===== src/rtl/ysyx_22050039_ifu_pkg.sv =====
// Shared definitions for the instruction fetch unit: FSM states, reset PC,
// fill instruction and the {pc, inst, err} buffer entry layout.
package ysyx_22050039_ifu_pkg;

  localparam int          IFU_XLEN     = 64;
  localparam int          IFU_INST_LEN = 32;
  localparam logic [63:0] IFU_RESET_PC = 64'h8000_0000;
  localparam logic [31:0] NOP          = 32'h0000_0013;

  typedef enum logic [2:0] {
    S_IDLE,
    S_REQ,
    S_WAIT,
    S_DROP,
    S_HALT
  } ifu_state_t;

  typedef struct packed {
    logic [IFU_XLEN-1:0]     pc;
    logic [IFU_INST_LEN-1:0] inst;
    logic                    err;
  } ifu_entry_t;

endpackage


===== src/rtl/ysyx_22050039_fetch_fifo.sv =====
// Circular fetch buffer.
//   i_push/i_din : write one entry (ignored when full)
//   i_pop        : retire head (ignored when empty)
//   i_flush      : drop everything; a push in the same cycle lands as the
//                  sole surviving entry
//   o_dout       : head entry, zero when empty
//   o_count/o_full/o_empty : occupancy
module ysyx_22050039_fetch_fifo #(
  parameter int DEPTH = 2,
  parameter int W     = 97
) (
  input  logic                     i_clk,
  input  logic                     i_rst_n,
  input  logic                     i_push,
  input  logic [W-1:0]             i_din,
  input  logic                     i_pop,
  input  logic                     i_flush,
  output logic [W-1:0]             o_dout,
  output logic [$clog2(DEPTH):0]   o_count,
  output logic                     o_full,
  output logic                     o_empty
);

  localparam int AW = $clog2(DEPTH);

  logic [W-1:0]  r_mem [DEPTH];
  logic [AW-1:0] r_rd, r_wr;
  logic [AW:0]   r_cnt;
  logic          w_push, w_pop, w_we;
  logic [AW-1:0] w_widx;

  assign o_empty = (r_cnt == '0);
  assign o_full  = (r_cnt == (AW+1)'(DEPTH));
  assign o_count = r_cnt;
  assign o_dout  = o_empty ? '0 : r_mem[r_rd];

  assign w_push = i_push & ~o_full;
  assign w_pop  = i_pop & ~o_empty;
  // After a flush the buffer restarts at slot 0.
  assign w_we   = i_flush ? i_push : w_push;
  assign w_widx = i_flush ? '0 : r_wr;

  always_ff @(posedge i_clk) begin
    if (w_we) r_mem[w_widx] <= i_din;
  end

  always_ff @(posedge i_clk or negedge i_rst_n) begin
    if (!i_rst_n) begin
      r_rd  <= '0;
      r_wr  <= '0;
      r_cnt <= '0;
    end else if (i_flush) begin
      r_rd  <= '0;
      r_wr  <= i_push ? AW'(1) : '0;
      r_cnt <= i_push ? (AW+1)'(1) : '0;
    end else begin
      if (w_push) r_wr <= r_wr + AW'(1);
      if (w_pop)  r_rd <= r_rd + AW'(1);
      r_cnt <= r_cnt + (AW+1)'(w_push) - (AW+1)'(w_pop);
    end
  end

endmodule


===== src/rtl/ysyx_22050039_ifu.sv =====
// Instruction fetch unit: owns the PC, keeps one fetch outstanding on the
// imem valid/ready port and buffers {pc, inst, err} for decode.
//   i_clk, i_rst (async, active low)
//   o_imem_req_valid/i_imem_req_ready/o_imem_addr : fetch request
//   i_imem_rsp_valid/i_imem_rsp_inst/i_imem_rsp_err : fetch response
//   i_redirect_valid/i_redirect_pc : taken branch/jump from execute
//   o_inst_valid/i_inst_ready/o_inst/o_inst_pc/o_inst_err : to decode
//   o_halted : fetch stopped after a fault, cleared by redirect
module ysyx_22050039_ifu
  import ysyx_22050039_ifu_pkg::*;
#(
  parameter int              XLEN     = IFU_XLEN,
  parameter int              INST_LEN = IFU_INST_LEN,
  parameter int              DEPTH    = 2,
  parameter logic [XLEN-1:0] RESET_PC = XLEN'(IFU_RESET_PC)
) (
  input  logic                i_clk,
  input  logic                i_rst,
  output logic                o_imem_req_valid,
  input  logic                i_imem_req_ready,
  output logic [XLEN-1:0]     o_imem_addr,
  input  logic                i_imem_rsp_valid,
  input  logic [INST_LEN-1:0] i_imem_rsp_inst,
  input  logic                i_imem_rsp_err,
  input  logic                i_redirect_valid,
  input  logic [XLEN-1:0]     i_redirect_pc,
  output logic                o_inst_valid,
  input  logic                i_inst_ready,
  output logic [INST_LEN-1:0] o_inst,
  output logic [XLEN-1:0]     o_inst_pc,
  output logic                o_inst_err,
  output logic                o_halted
);

  localparam int EW = XLEN + INST_LEN + 1;
  localparam int CW = $clog2(DEPTH) + 1;

  ifu_state_t    r_state, w_nxt_state;
  logic [XLEN-1:0] r_pc, w_nxt_pc;
  logic          r_pend;       // a response is still owed by memory
  logic          w_hs, w_pend_nxt, w_mis;
  logic          w_push, w_flush, w_full, w_empty;
  logic [EW-1:0] w_din, w_dout;
  logic [CW-1:0] w_count;

  assign o_imem_req_valid = (r_state == S_REQ) && !w_full;
  assign o_imem_addr      = r_pc;
  assign o_inst_valid     = !w_empty;
  assign o_halted         = (r_state == S_HALT);
  assign {o_inst_pc, o_inst, o_inst_err} = w_dout;

  assign w_hs       = o_imem_req_valid & i_imem_req_ready;
  assign w_pend_nxt = (r_pend & ~i_imem_rsp_valid) | w_hs;
  assign w_mis      = i_redirect_valid & (|i_redirect_pc[1:0]);

  always_comb begin
    w_nxt_state = r_state;
    w_nxt_pc    = r_pc;
    w_push      = 1'b0;
    w_flush     = i_redirect_valid;
    w_din       = {r_pc, i_imem_rsp_inst, i_imem_rsp_err};
    if (i_redirect_valid) begin
      w_nxt_pc = i_redirect_pc;
      if (w_mis) begin
        // The flush empties the buffer, so the fault entry always fits now.
        w_push      = 1'b1;
        w_din       = {i_redirect_pc, {INST_LEN{1'b0}}, 1'b1};
        w_nxt_state = S_HALT;
      end else begin
        // Any response still owed belongs to the old path and must be eaten.
        w_nxt_state = w_pend_nxt ? S_DROP : S_REQ;
      end
    end else begin
      case (r_state)
        S_IDLE: w_nxt_state = S_REQ;
        S_REQ:  if (w_hs) w_nxt_state = S_WAIT;
        S_WAIT: if (i_imem_rsp_valid) begin
          w_push      = 1'b1;
          w_nxt_pc    = r_pc + XLEN'(4);
          w_nxt_state = i_imem_rsp_err ? S_HALT : S_REQ;
        end
        S_DROP: if (i_imem_rsp_valid) w_nxt_state = S_REQ;
        S_HALT: ;
        default: w_nxt_state = S_IDLE;
      endcase
    end
  end

  always_ff @(posedge i_clk or negedge i_rst) begin
    if (!i_rst) begin
      r_state <= S_IDLE;
      r_pc    <= RESET_PC;
      r_pend  <= 1'b0;
    end else begin
      r_state <= w_nxt_state;
      r_pc    <= w_nxt_pc;
      r_pend  <= w_pend_nxt;
    end
  end

  ysyx_22050039_fetch_fifo #(
    .DEPTH(DEPTH),
    .W    (EW)
  ) u_fifo (
    .i_clk  (i_clk),
    .i_rst_n(i_rst),
    .i_push (w_push),
    .i_din  (w_din),
    .i_pop  (o_inst_valid & i_inst_ready),
    .i_flush(w_flush),
    .o_dout (w_dout),
    .o_count(w_count),
    .o_full (w_full),
    .o_empty(w_empty)
  );

endmodule


===== config.mk =====
export PLATFORM = sky130hd
export DESIGN_NAME = ysyx_22050039_ifu
export DESIGN_NICKNAME = d
export VERILOG_FILES = /design/src/rtl/ysyx_22050039_ifu_pkg.sv /design/src/rtl/ysyx_22050039_fetch_fifo.sv /design/src/rtl/ysyx_22050039_ifu.sv
export SDC_FILE = /design/constraint.sdc
export NUM_CORES = 1
export LEC_CHECK = 0
export ABC_AREA = 1
export CAP_MARGIN = 25
export CORE_MARGIN = 2
export CORE_UTILIZATION = 53
export DETAILED_ROUTE_END_ITERATION = 6
export PLACE_DENSITY = 0.88
export RECOVER_POWER = 50
export SYNTH_ARGS = -nofsm -noshare
export SYNTH_HDL_FRONTEND = slang
export SYNTH_HIERARCHICAL = 1
export SYNTH_SLANG_ARGS = --single-unit

===== constraint.sdc =====
create_clock -name i_clk -period 11.05 [get_ports i_clk]
set_clock_uncertainty 0.15 [all_clocks]
set_input_delay 2.21 -clock i_clk [delete_from_list [all_inputs] [get_ports i_clk]]
set_output_delay 2.21 -clock i_clk [all_outputs]
set_load 0.05 [all_outputs]

* After elaboration in Yosys (flattened, before gate mapping)
Memory sizes are Yosys's and may differ from the RTL's.
Cells that the tools add are included.
** Word-level totals
- Input port bits :: 103
- Memories kept :: 1
- Bits in writable memories :: 194
- Register bits after elaboration :: 72
** Memories
- u_fifo.r_mem :: words 2, bits a word 97, rd ports 1, clocked after Yosys merged registers in 0, wr ports 1, line ysyx_22050039_fetch_fifo.sv:26 : logic [W-1:0] r_mem [DEPTH];
** Operators by class
- Add/subtract/negate cells :: 5
- Bitwise logic cells :: 10
- Reductions and logical operators :: 12
- Equal/unequal tests :: 9
- Multiplexer cells :: 29
** Operator list (number)
- $mux W97 :: 3
- $mux W64 :: 3
- $add A64 B3 Y64 const B :: 1
- $mux W3 :: 6
- $pmux W3 S5 :: 1
- $mux W1 :: 14
- $ne A3 B3 Y1 const B :: 3
- $reduce_bool A2 Y1 :: 4
- $and A1 B1 Y1 :: 6
- $eq A3 B2 Y1 const B :: 2
- $mux W2 :: 2
- $reduce_and A4 Y1 :: 1
- $eq A3 B1 Y1 const B :: 1
- $eq A3 B3 Y1 const B :: 1
- $logic_not A3 Y1 :: 1
- $not A1 Y1 :: 3
- $add A1 B1 Y1 const B :: 2
- $add A2 B1 Y2 :: 1
- $eq A2 B2 Y1 const B :: 1
- $logic_not A1 Y1 :: 2
- $logic_not A2 Y1 :: 1
- $ne A2 B2 Y1 const B :: 1
- $reduce_and A2 Y1 :: 1
- $reduce_or A2 Y1 :: 1
- other kinds (3) :: 3

* Logic depth before layout (Yosys ltp)
Gate-level depths: netlist (run 1).
- Word-level depth :: 8
- Gate-level depth with buffers :: 13

* Hierarchy
Netlist (run 1), hierarchy kept.
** Modules (own cells, without submodules)
- ysyx_22050039_fetch_fifo :: area each 7514.7 um^2, cells an instance 556, times used 1
- ysyx_22050039_ifu :: area each 6148.4 um^2, cells an instance 1070, times used 1

* Least setup slack after synthesis (run 1)
Ideal clock, no wire load.
- Path kind :: input port to flip-flop
- Start point :: input i_redirect_valid
- End point :: memory u_fifo.r_mem[1][0], enable pin
- Slack :: 535 ps
- Arrival :: 9692 ps
- Stages :: 9
- Cell sequence :: buf_2 > nand2_1 > nand2_1 > buf_2 > inv_2 > buf_2 > nand2_1 > nand2_1 > nor3_1
** Between the ends
- Word-level cells in the longest chain between the ends :: 7
- Elaborated cells on any way between the ends :: 8
- Those cells by class :: mux (6); bitwise (2)
** RTL lines
- start: declaration :: line ysyx_22050039_ifu.sv:25 : input logic i_redirect_valid,
- $and A1 B1 Y1 :: line ysyx_22050039_ifu.sv:54 : assign w_mis = i_redirect_valid & (|i_redirect_pc[1:0]);
- $mux W1 :: line ysyx_22050039_ifu.sv:64 : if (w_mis) begin
- $mux W1 * :: line ysyx_22050039_ifu.sv:62 : if (i_redirect_valid) begin
- via w_push :: line ysyx_22050039_ifu.sv:42 : logic w_push, w_flush, w_full, w_empty;
- $and A1 B1 Y1 :: line ysyx_22050039_fetch_fifo.sv:37 : assign w_push = i_push & ~o_full;
- $mux W1 * :: line ysyx_22050039_fetch_fifo.sv:40 : assign w_we = i_flush ? i_push : w_push;
- $mux W1 * :: line ysyx_22050039_fetch_fifo.sv:44 : if (w_we) r_mem[w_widx] <= i_din;
- $mux W1 (implied by the code) * :: line ysyx_22050039_fetch_fifo.sv:44
- end: declaration :: line ysyx_22050039_fetch_fifo.sv:26
Mark *: on every way through the listed nets, which the timed path passes. The rest lies on a longest branch.

* Final worst setup path (run 1)
- Start point :: input i_redirect_valid
- End point :: memory u_fifo.r_mem[0][20], enable pin
Same word-level chain as after synthesis.

==> flow_summary.yaml, run 1 <==
outcome:
  outcome: "finished, violations left"
  violations: "max-capacitance violations, max-slew violations"
timing:
  final_max_slew_viol_count: 248
  period_share: 0.717
  relSlewSlack: -0.796
  finalHoldViolCount: 0
  max_freq_ghz: 0.126
  rsz0062_at_grt: "no"
  tightest_slew_ps: 2690
  fin_crit_ps: 7930
  tns_ps: 0
  setup_ws_ps: 3120
  finalSetupViolCount: 0
global_route:
  grt_usage: 0.295
  grt_pass1_wl_um: 62200
  grt_max_degree: 85
  grt_overflow: 0
  antenna_found_initial: 3
  grt_pass1_vias: 11556
logic_synthesis:
  synth_nets: 1732
  syn_area_mm2: 0.0137
  async_flop_share: 0.271
  ys_ff_latch: 266
  synth_enable_flop_cells: 194
  synth_flop_cell: "edfxtp_1"
  syn_inst: 1626
  yosys_warnings: 6
  ys_types: 36
  avgSynthCellArea_um2: 8.40
  yosysSeqAreaShare: 0.558
die:
  boundaryPins: 267
  initial_core_util: 0.541
  core_mm2: 0.0253
  dieArea_mm2: 0.0271
  die_h_um: 165
  rows: 58
  die_x_um: 165
routing:
  vias: 12265
  antenna_left: 0
  drc_errors: 0
  drt-total-wl_um: 40600
  wl_per_cell_um: 18.3
  first_pass_iters: 6
  avgViaCountPerCell: 5.53
  drt_iter0_markers: 1265
min_path:
  min_path_type: "register to register"
clock_tree:
  postCtsSetupBuffers: 0
  cts_sinks: 266
  insertion_delay_ps: 540
  cts_hold_buf: 0
  cts.clk_slew.worst_paths_ps: 60
  ctsResizeCount: 0
  h-tree-depth: 1
  clockBufferDepth: 3
  numCtsBuffers: 27
  cts_root_buf: "clkbuf_16"
  cts_tree: "done"
critical_path:
  crit_path_end_kind: "register"
  worst_setup_path_start_kind: "input pin"
  cp_slowest_cell: "nand2_1"
  path_class: "input pin to register"
  critPathArrivalTime_ps: 7930
  critical_path.cell_chain: "buf_2, buf_4, nand2_1, nand2_1, inv_1, nand2_1, nand2_1, nand2_4, buf_4"
  cp_num_buf_inv: 4
  required_ps: 11060
  max_stage_delay_ps: 1940
  ff2ff_setup_slack_ps: 6900
  crit_path_frequent_cell: "nand2_1"
  critPathMaxFanout: 84
  cp_top_family: "simple AND/OR/NAND/NOR gates"
placed_design:
  placedCellCount: 2165
  gp_congestion: 0.960
  dpl_worst_slack_ps: 4610
  placed_cell_area_mm2: 0.0164
  post-dp-hpwl_um: 28800
  io_buffers: 266
cells_and_area:
  drive_above_1_share: 0.0562
  fin_cells: 2219
  nFillCells: 1920
  nets: 1972
  fin_area_mm2: 0.0174
  final_common_cell: "nand2_1"
  areaGrowthSynthToFinish_pct: 27.5
  layout_common_cells: "nand2_1 (622), clkdlybuf4s50_1 (196), edfxtp_1 (194)"
  multi_input_area_mm2: 0.00515
  seqCellArea_mm2: 0.00763
run:
  maxCapViolCount: 5
power:
  ir_worst_vdd_mv: 0.215
  p_leak_nw: 6.96
  power_density_mw_per_mm2: 248
-- tightest hold or removal path, cell delays in order, from the launching register on --
cell     delay (ps)
dfrtp_1         320
nand2_1          50
nand2_1          90
-- final cells by class --
| cell class | instances | share of cell area |
|---|---|---|
| diodes | 2 | 0.000287 |
| clock buffers | 30 | 0.0394 |
| clock inverters | 20 | 0.0162 |
| inverters | 133 | 0.0287 |
| multi-input cells | 1160 | 0.296 |
| flip-flops and latches | 266 | 0.438 |
| well taps | 330 | 0.0237 |
| repair buffers | 278 | 0.157 |
-- metal layers --
layer	vias to the layer above	share of wire	GRT usage	wire [µm]
met5	-	0	0	0
met2	566	0.49	0.506	19900
li1	5778	-	-	-
met3	66	0.078	0.0407	3180
met4	0	0.022	0.0723	907
met1	5855	0.41	0.398	16600
-- through the flow --
stage	total power, mW	hold slack [ps]	utilization
detailed placement	3.34	325	0.651
floorplan	2.71	294	-
CTS	4.34	340	0.690
finish	4.33	345	0.690
global placement	3.31	344	0.651
global route	4.50	359	0.690
-- cells in the mapped netlist (all sizes together), types with 13 or more instances --
| cell type | number | area share |
|---|---|---|
| o21ai | 85 | 0.031 |
| a21oi | 107 | 0.039 |
| dfrtp | 71 | 0.13 |
| edfxtp | 194 | 0.43 |
| xor2 | 22 | 0.014 |
| nand4 | 20 | 0.0092 |
| clkbuf | 13 | 0.0043 |
| nand2 | 639 | 0.18 |
| nor2 | 176 | 0.057 |
| buf | 54 | 0.024 |
| inv | 132 | 0.036 |
| nand3 | 83 | 0.032 |
-- registers in the layout, summed over array words and instances (netlist names) --
signal,count
u_fifo/r_wr,1
r_state,3
u_fifo/r_rd,1
o_imem_addr,64
u_fifo/o_count,2
r_pend,1
u_fifo/r_mem,194
-- logic make-up after synthesis --
| kind of cell | after synthesis | synth area share |
|---|---|---|
| and+or+nand+nor | 929 | 0.282 |
| adders and majority gates | 3 | 0.00275 |
| xor gates and xnor gates | 23 | 0.0147 |
| AOI/OAI and AO/OA | 205 | 0.0775 |
| buffers and inverters | 200 | 0.0649 |
| DFF | 266 | 0.558 |
-- worst paths after layout --
path,start,end,depth (start not counted)
min in group asynchronous,i_rst,o_imem_addr[34],1
hold reg to reg,r_pend,r_pend,2
hold / removal,r_pend,r_pend,2
setup reg to reg,r_state[2],o_imem_addr[59],10
max in group asynchronous,i_rst,u_fifo/r_rd,2
setup / recovery,i_redirect_valid,u_fifo/r_mem[0][20],9
-- where the power goes --
group | internal [mW] | switching, mW | total [mW] | leakage, nW
registers | 1.27 | 0.114 | 1.39 | 2.72
logic | 0.555 | 1.39 | 1.95 | 3.76
clock network | 0.612 | 0.382 | 0.994 | 0.478
total | 2.44 | 1.89 | 4.33 | 6.96
Power figures use the tool's default switching activity.
==> inputs of run 2 (changes only) <==
Clock period 11.05 ns to 7.8 ns, I/O delays scaled along.
==> flow_summary.yaml, run 2 (synthesized netlist as in run 1, its figures left out) <==
outcome:
  outcome: "finished, violations left"
  violations: "max-capacitance violations, max-slew violations"
clock_tree:
  postCtsSetupBuffers: 0
  cts_tree: "done"
  ctsResizeCount: 0
  clockBufferDepth: 3
  insertion_delay_ps: 540
  numCtsBuffers: 28
  cts.clk_slew.worst_paths_ps: 60
  cts_hold_buf: 0
  cts_sinks: 266
  h-tree-depth: 1
  cts_root_buf: "clkbuf_16"
min_path:
  whs_endpoint: "r_pend"
  min-delay-start: "r_pend"
  hold_depth: 2
  min_path_type: "register to register"
timing:
  max_freq_ghz: 0.163
  rsz0062_at_grt: "no"
  tightest_slew_ps: 2330
  whs_ps: 340
  fin_crit_ps: 6140
  final_max_slew_viol_count: 203
  period_share: 0.787
  relSlewSlack: -0.554
  finalHoldViolCount: 0
  tns_ps: 0
  finalSetupViolCount: 0
routing:
  first_pass_iters: 6
  wl_per_cell_um: 18.7
  drc_errors: 0
  avgViaCountPerCell: 5.58
  drt_iter0_markers: 1220
  vias: 12390
  antenna_left: 0
  drt-total-wl_um: 41500
global_route:
  grt_pass1_vias: 11814
  grt_max_degree: 116
  antenna_found_initial: 2
  grt_pass1_wl_um: 63000
  grt_overflow: 0
  grt_usage: 0.300
critical_path:
  max_stage_delay_ps: 1410
  path_class: "input pin to register"
  crit_path_end_kind: "register"
  rr_endpoint: "o_imem_addr[63]"
  worst_setup_path_start_kind: "input pin"
  cp_top_family: "buffers and inverters"
  cp_slowest_cell: "clkbuf_1"
  cp_num_buf_inv: 3
  critPathArrivalTime_ps: 6170
  crit_path_frequent_cell: "nand2_1"
  critical_path.cell_chain: "clkbuf_1, nand2_1, nand2_4, inv_1, nand2_1, nand2_1, nand2_4, buf_4"
  worst_r2r_path_depth: 10
  critPathMaxFanout: 64
  required_ps: 7830
  ff2ff_setup_slack_ps: 3860
  worstReg2RegStart: "r_state[2]"
cells_and_area:
  drive_above_1_share: 0.0582
  layout_common_cells: "nand2_1 (621), clkdlybuf4s50_1 (197), edfxtp_1 (194)"
  fin_cells: 2221
  regMostFlops: "u_fifo/r_mem"
  post-route-util: 0.692
  nFillCells: 1932
  nets: 1973
  final_common_cell: "nand2_1"
  areaGrowthSynthToFinish_pct: 27.9
  largest_register_ffs: 194
power:
  power_density_mw_per_mm2: 351
  ir_worst_vdd_mv: 0.263
  p_leak_nw: 6.97
placed_design:
  placedCellCount: 2164
  io_buffers: 266
  gp_congestion: 0.976
  post-dp-hpwl_um: 29000
die:
  die_h_um: 165
  core_mm2: 0.0253
  boundaryPins: 267
  dieArea_mm2: 0.0271
  die_x_um: 165
  initial_core_util: 0.541
  rows: 58
run:
  maxCapViolCount: 5
## run 2: power by group
| group | internal (mW) | total [mW] | switching (mW) |
|---|---|---|---|
| registers | 1.80 | 1.97 | 0.167 |
| logic | 0.779 | 2.76 | 1.98 |
| clock network | 0.847 | 1.40 | 0.553 |
| total | 3.43 | 6.12 | 2.70 |
## run 2: layout make-up
class | count | area [µm²] | share of cell area
Antenna cell | 2 | 5.00 | 0.000286
Tap cell | 330 | 413 | 0.0236
Clock inverter | 11 | 136 | 0.00781
Clock buffer | 41 | 842 | 0.0482
Sequential cell | 266 | 7630 | 0.437
Timing Repair Buffer | 278 | 2770 | 0.159
Inverter | 133 | 500 | 0.0286
Multi-Input combinational cell | 1160 | 5170 | 0.296
## run 2: per-layer routing
layer | GRT usage | wire, µm | up-vias
li1 | - | - | 5779
met1 | 0.396 | 16600 | 5904
met2 | 0.517 | 20200 | 629
met3 | 0.0462 | 3640 | 78
met4 | 0.0850 | 1100 | 0
met5 | 0 | 0 | -
## run 2: worst min-delay path: stages, from the launching register on
cell and delay [ps]:
dfrtp_1 320, nand2_1 50, nand2_1 80
## run 2: metrics by stage
stage / setup WS (ps) / power (mW) / area, µm²
finish: 1660 / 6.12 / 17500
global placement: 2510 / 4.69 / 16400
floorplan: 920 / 3.84 / 13700
CTS: 1920 / 6.14 / 17400
detailed placement: 2390 / 4.74 / 16400
global route: 1330 / 6.36 / 17500
## run 2: how the worst max path moves through the flow
stage,start,end,slack (ps),cells after the start
3_5_place_dp,i_imem_rsp_valid,u_fifo/r_mem[0][66],2390,8
3_3_place_gp,i_imem_rsp_valid,u_fifo/r_mem[0][83],2510,8
2_1_floorplan,i_redirect_valid,u_fifo/r_mem[1][0],920,9
4_1_cts,u_fifo/r_rd,o_inst_pc[54],1920,5
5_1_grt,i_redirect_valid,u_fifo/r_mem[0][57],1330,8
6_report,i_redirect_valid,u_fifo/r_mem[0][66],1660,8
==> inputs of run 3 (changes only) <==
Clock period 7.8 ns to 6.19 ns, I/O delays scaled along.
==> flow_summary.yaml, run 3 (synthesized netlist as in run 1, its figures left out) <==
outcome:
  outcome: "finished, violations left"
  violations: "max-capacitance violations, max-slew violations"
cells_and_area:
  layout_common_cells: "nand2_1 (621), clkdlybuf4s50_1 (199), edfxtp_1 (194)"
  nFillCells: 1925
  nets: 1972
  drive_above_1_share: 0.0552
  areaGrowthSynthToFinish_pct: 27.6
  regMostFlops: "u_fifo/r_mem"
  final_common_cell: "nand2_1"
  largest_register_ffs: 194
die:
  initial_core_util: 0.541
  rows: 58
  core_mm2: 0.0253
  dieArea_mm2: 0.0271
  die_x_um: 165
  boundaryPins: 267
  die_h_um: 165
timing:
  whs_ps: 349
  max_freq_ghz: 0.205
  tightest_slew_ps: 2220
  rsz0062_at_grt: "no"
  final_max_slew_viol_count: 197
  period_share: 0.788
  fin_crit_ps: 4880
  relSlewSlack: -0.481
  finalHoldViolCount: 0
  tns_ps: 0
  finalSetupViolCount: 0
routing:
  avgViaCountPerCell: 5.53
  first_pass_iters: 6
  drt-total-wl_um: 41400
  antenna_left: 0
  wl_per_cell_um: 18.7
  vias: 12266
  drc_errors: 0
  drt_iter0_markers: 1185
clock_tree:
  h-tree-depth: 1
  cts_sinks: 266
  cts_root_buf: "clkbuf_16"
  cts.clk_slew.worst_paths_ps: 70
  clockBufferDepth: 3
  ctsResizeCount: 0
  cts_hold_buf: 0
  insertion_delay_ps: 530
  numCtsBuffers: 26
  cts_tree: "done"
  postCtsSetupBuffers: 0
power:
  p_leak_nw: 6.94
  ir_worst_vdd_mv: 0.331
  power_density_mw_per_mm2: 440
global_route:
  top_usage_layer: "met2"
  antenna_found_initial: 1
  grt_overflow: 0
  grt_pass1_vias: 11659
  globalRouteMet1Util: 0.402
  grt_pass1_wl_um: 63200
  grt_usage: 0.301
  use_met3: 0.0570
  grt_max_degree: 100
  met2_usage: 0.502
placed_design:
  post-dp-hpwl_um: 28800
  io_buffers: 266
  gp_congestion: 0.931
run:
  maxCapViolCount: 4
critical_path:
  critPathArrivalTime_ps: 5190
  worst_setup_path_start_kind: "input pin"
  crit_path_end_kind: "register"
  path_class: "input pin to register"
  required_ps: 6500
  critPathMaxFanout: 40
min_path:
  min_path_type: "register to register"
[run 3: cell count changes in the layout (fill, tap and decap cells not counted), sizes merged, moves of 2 or more]
cell           change
clkbuf            -11
bufinv             +2
clkdlybuf4s50      +2
clkinv             +2
dlygate4sd3        -2
inv                +2
[run 3: final cells by class]
cell class | instances | area (µm²) | area share
clock buffer | 30 | 687 | 0.0394
multi-input combinational | 1160 | 5170 | 0.296
sequential | 266 | 7630 | 0.438
clock inverter | 17 | 216 | 0.0124
timing repair buffer | 279 | 2820 | 0.161
inverter | 133 | 500 | 0.0287
tap | 330 | 413 | 0.0237
antenna | 2 | 5.00 | 0.000287
[run 3: power by group]
part           internal (mW)  total [mW]  switching [mW]
clock network           1.00        1.68           0.673
registers               2.27        2.44           0.176
logic                   1.02        3.55            2.53
[run 3: worst paths after layout]
check,startpoint,depth (start not counted),slack (ps),to
max,i_imem_rsp_valid,9,1310,o_imem_addr[54]
min,r_pend,2,350,r_pend
max reg2reg,r_state[1],8,2150,o_imem_addr[54]
min reg2reg,r_pend,2,350,r_pend
max in group asynchronous,i_rst,1,3720,o_imem_addr[63]
min in group asynchronous,i_rst,1,1070,o_imem_addr[33]
[run 3: routing by layer]
| metal | share of wire | wire length, µm |
|---|---|---|
| met4 | 0.028 | 1160 |
| met5 | 0 | 0 |
| met2 | 0.48 | 19900 |
| met3 | 0.093 | 3840 |
| met1 | 0.40 | 16500 |
[run 3: critical path, stage by stage]
cell and delay [ps]:
dlygate4sd3_1 560, inv_1 80, nor3_1 130, nor2_2 100
clkbuf_1 1590, inv_1 880, o21ai_0 440, inv_1 70
nand2_1 70
[run 3: per-stage QoR]
step                      cell area [µm²]  cells  setup slack (ps)  utilization  power [mW]
after floorplan                     13700   1626              1110            -        4.84
after global placement              16500   2164              1620        0.652        5.93
after detailed placement            16500   2164              1440        0.652        6.00
after CTS                           17400   2211              1520        0.688        7.68
after global routing                17400   2216              1100        0.690        7.97
final                               17400   2217              1310        0.690        7.67
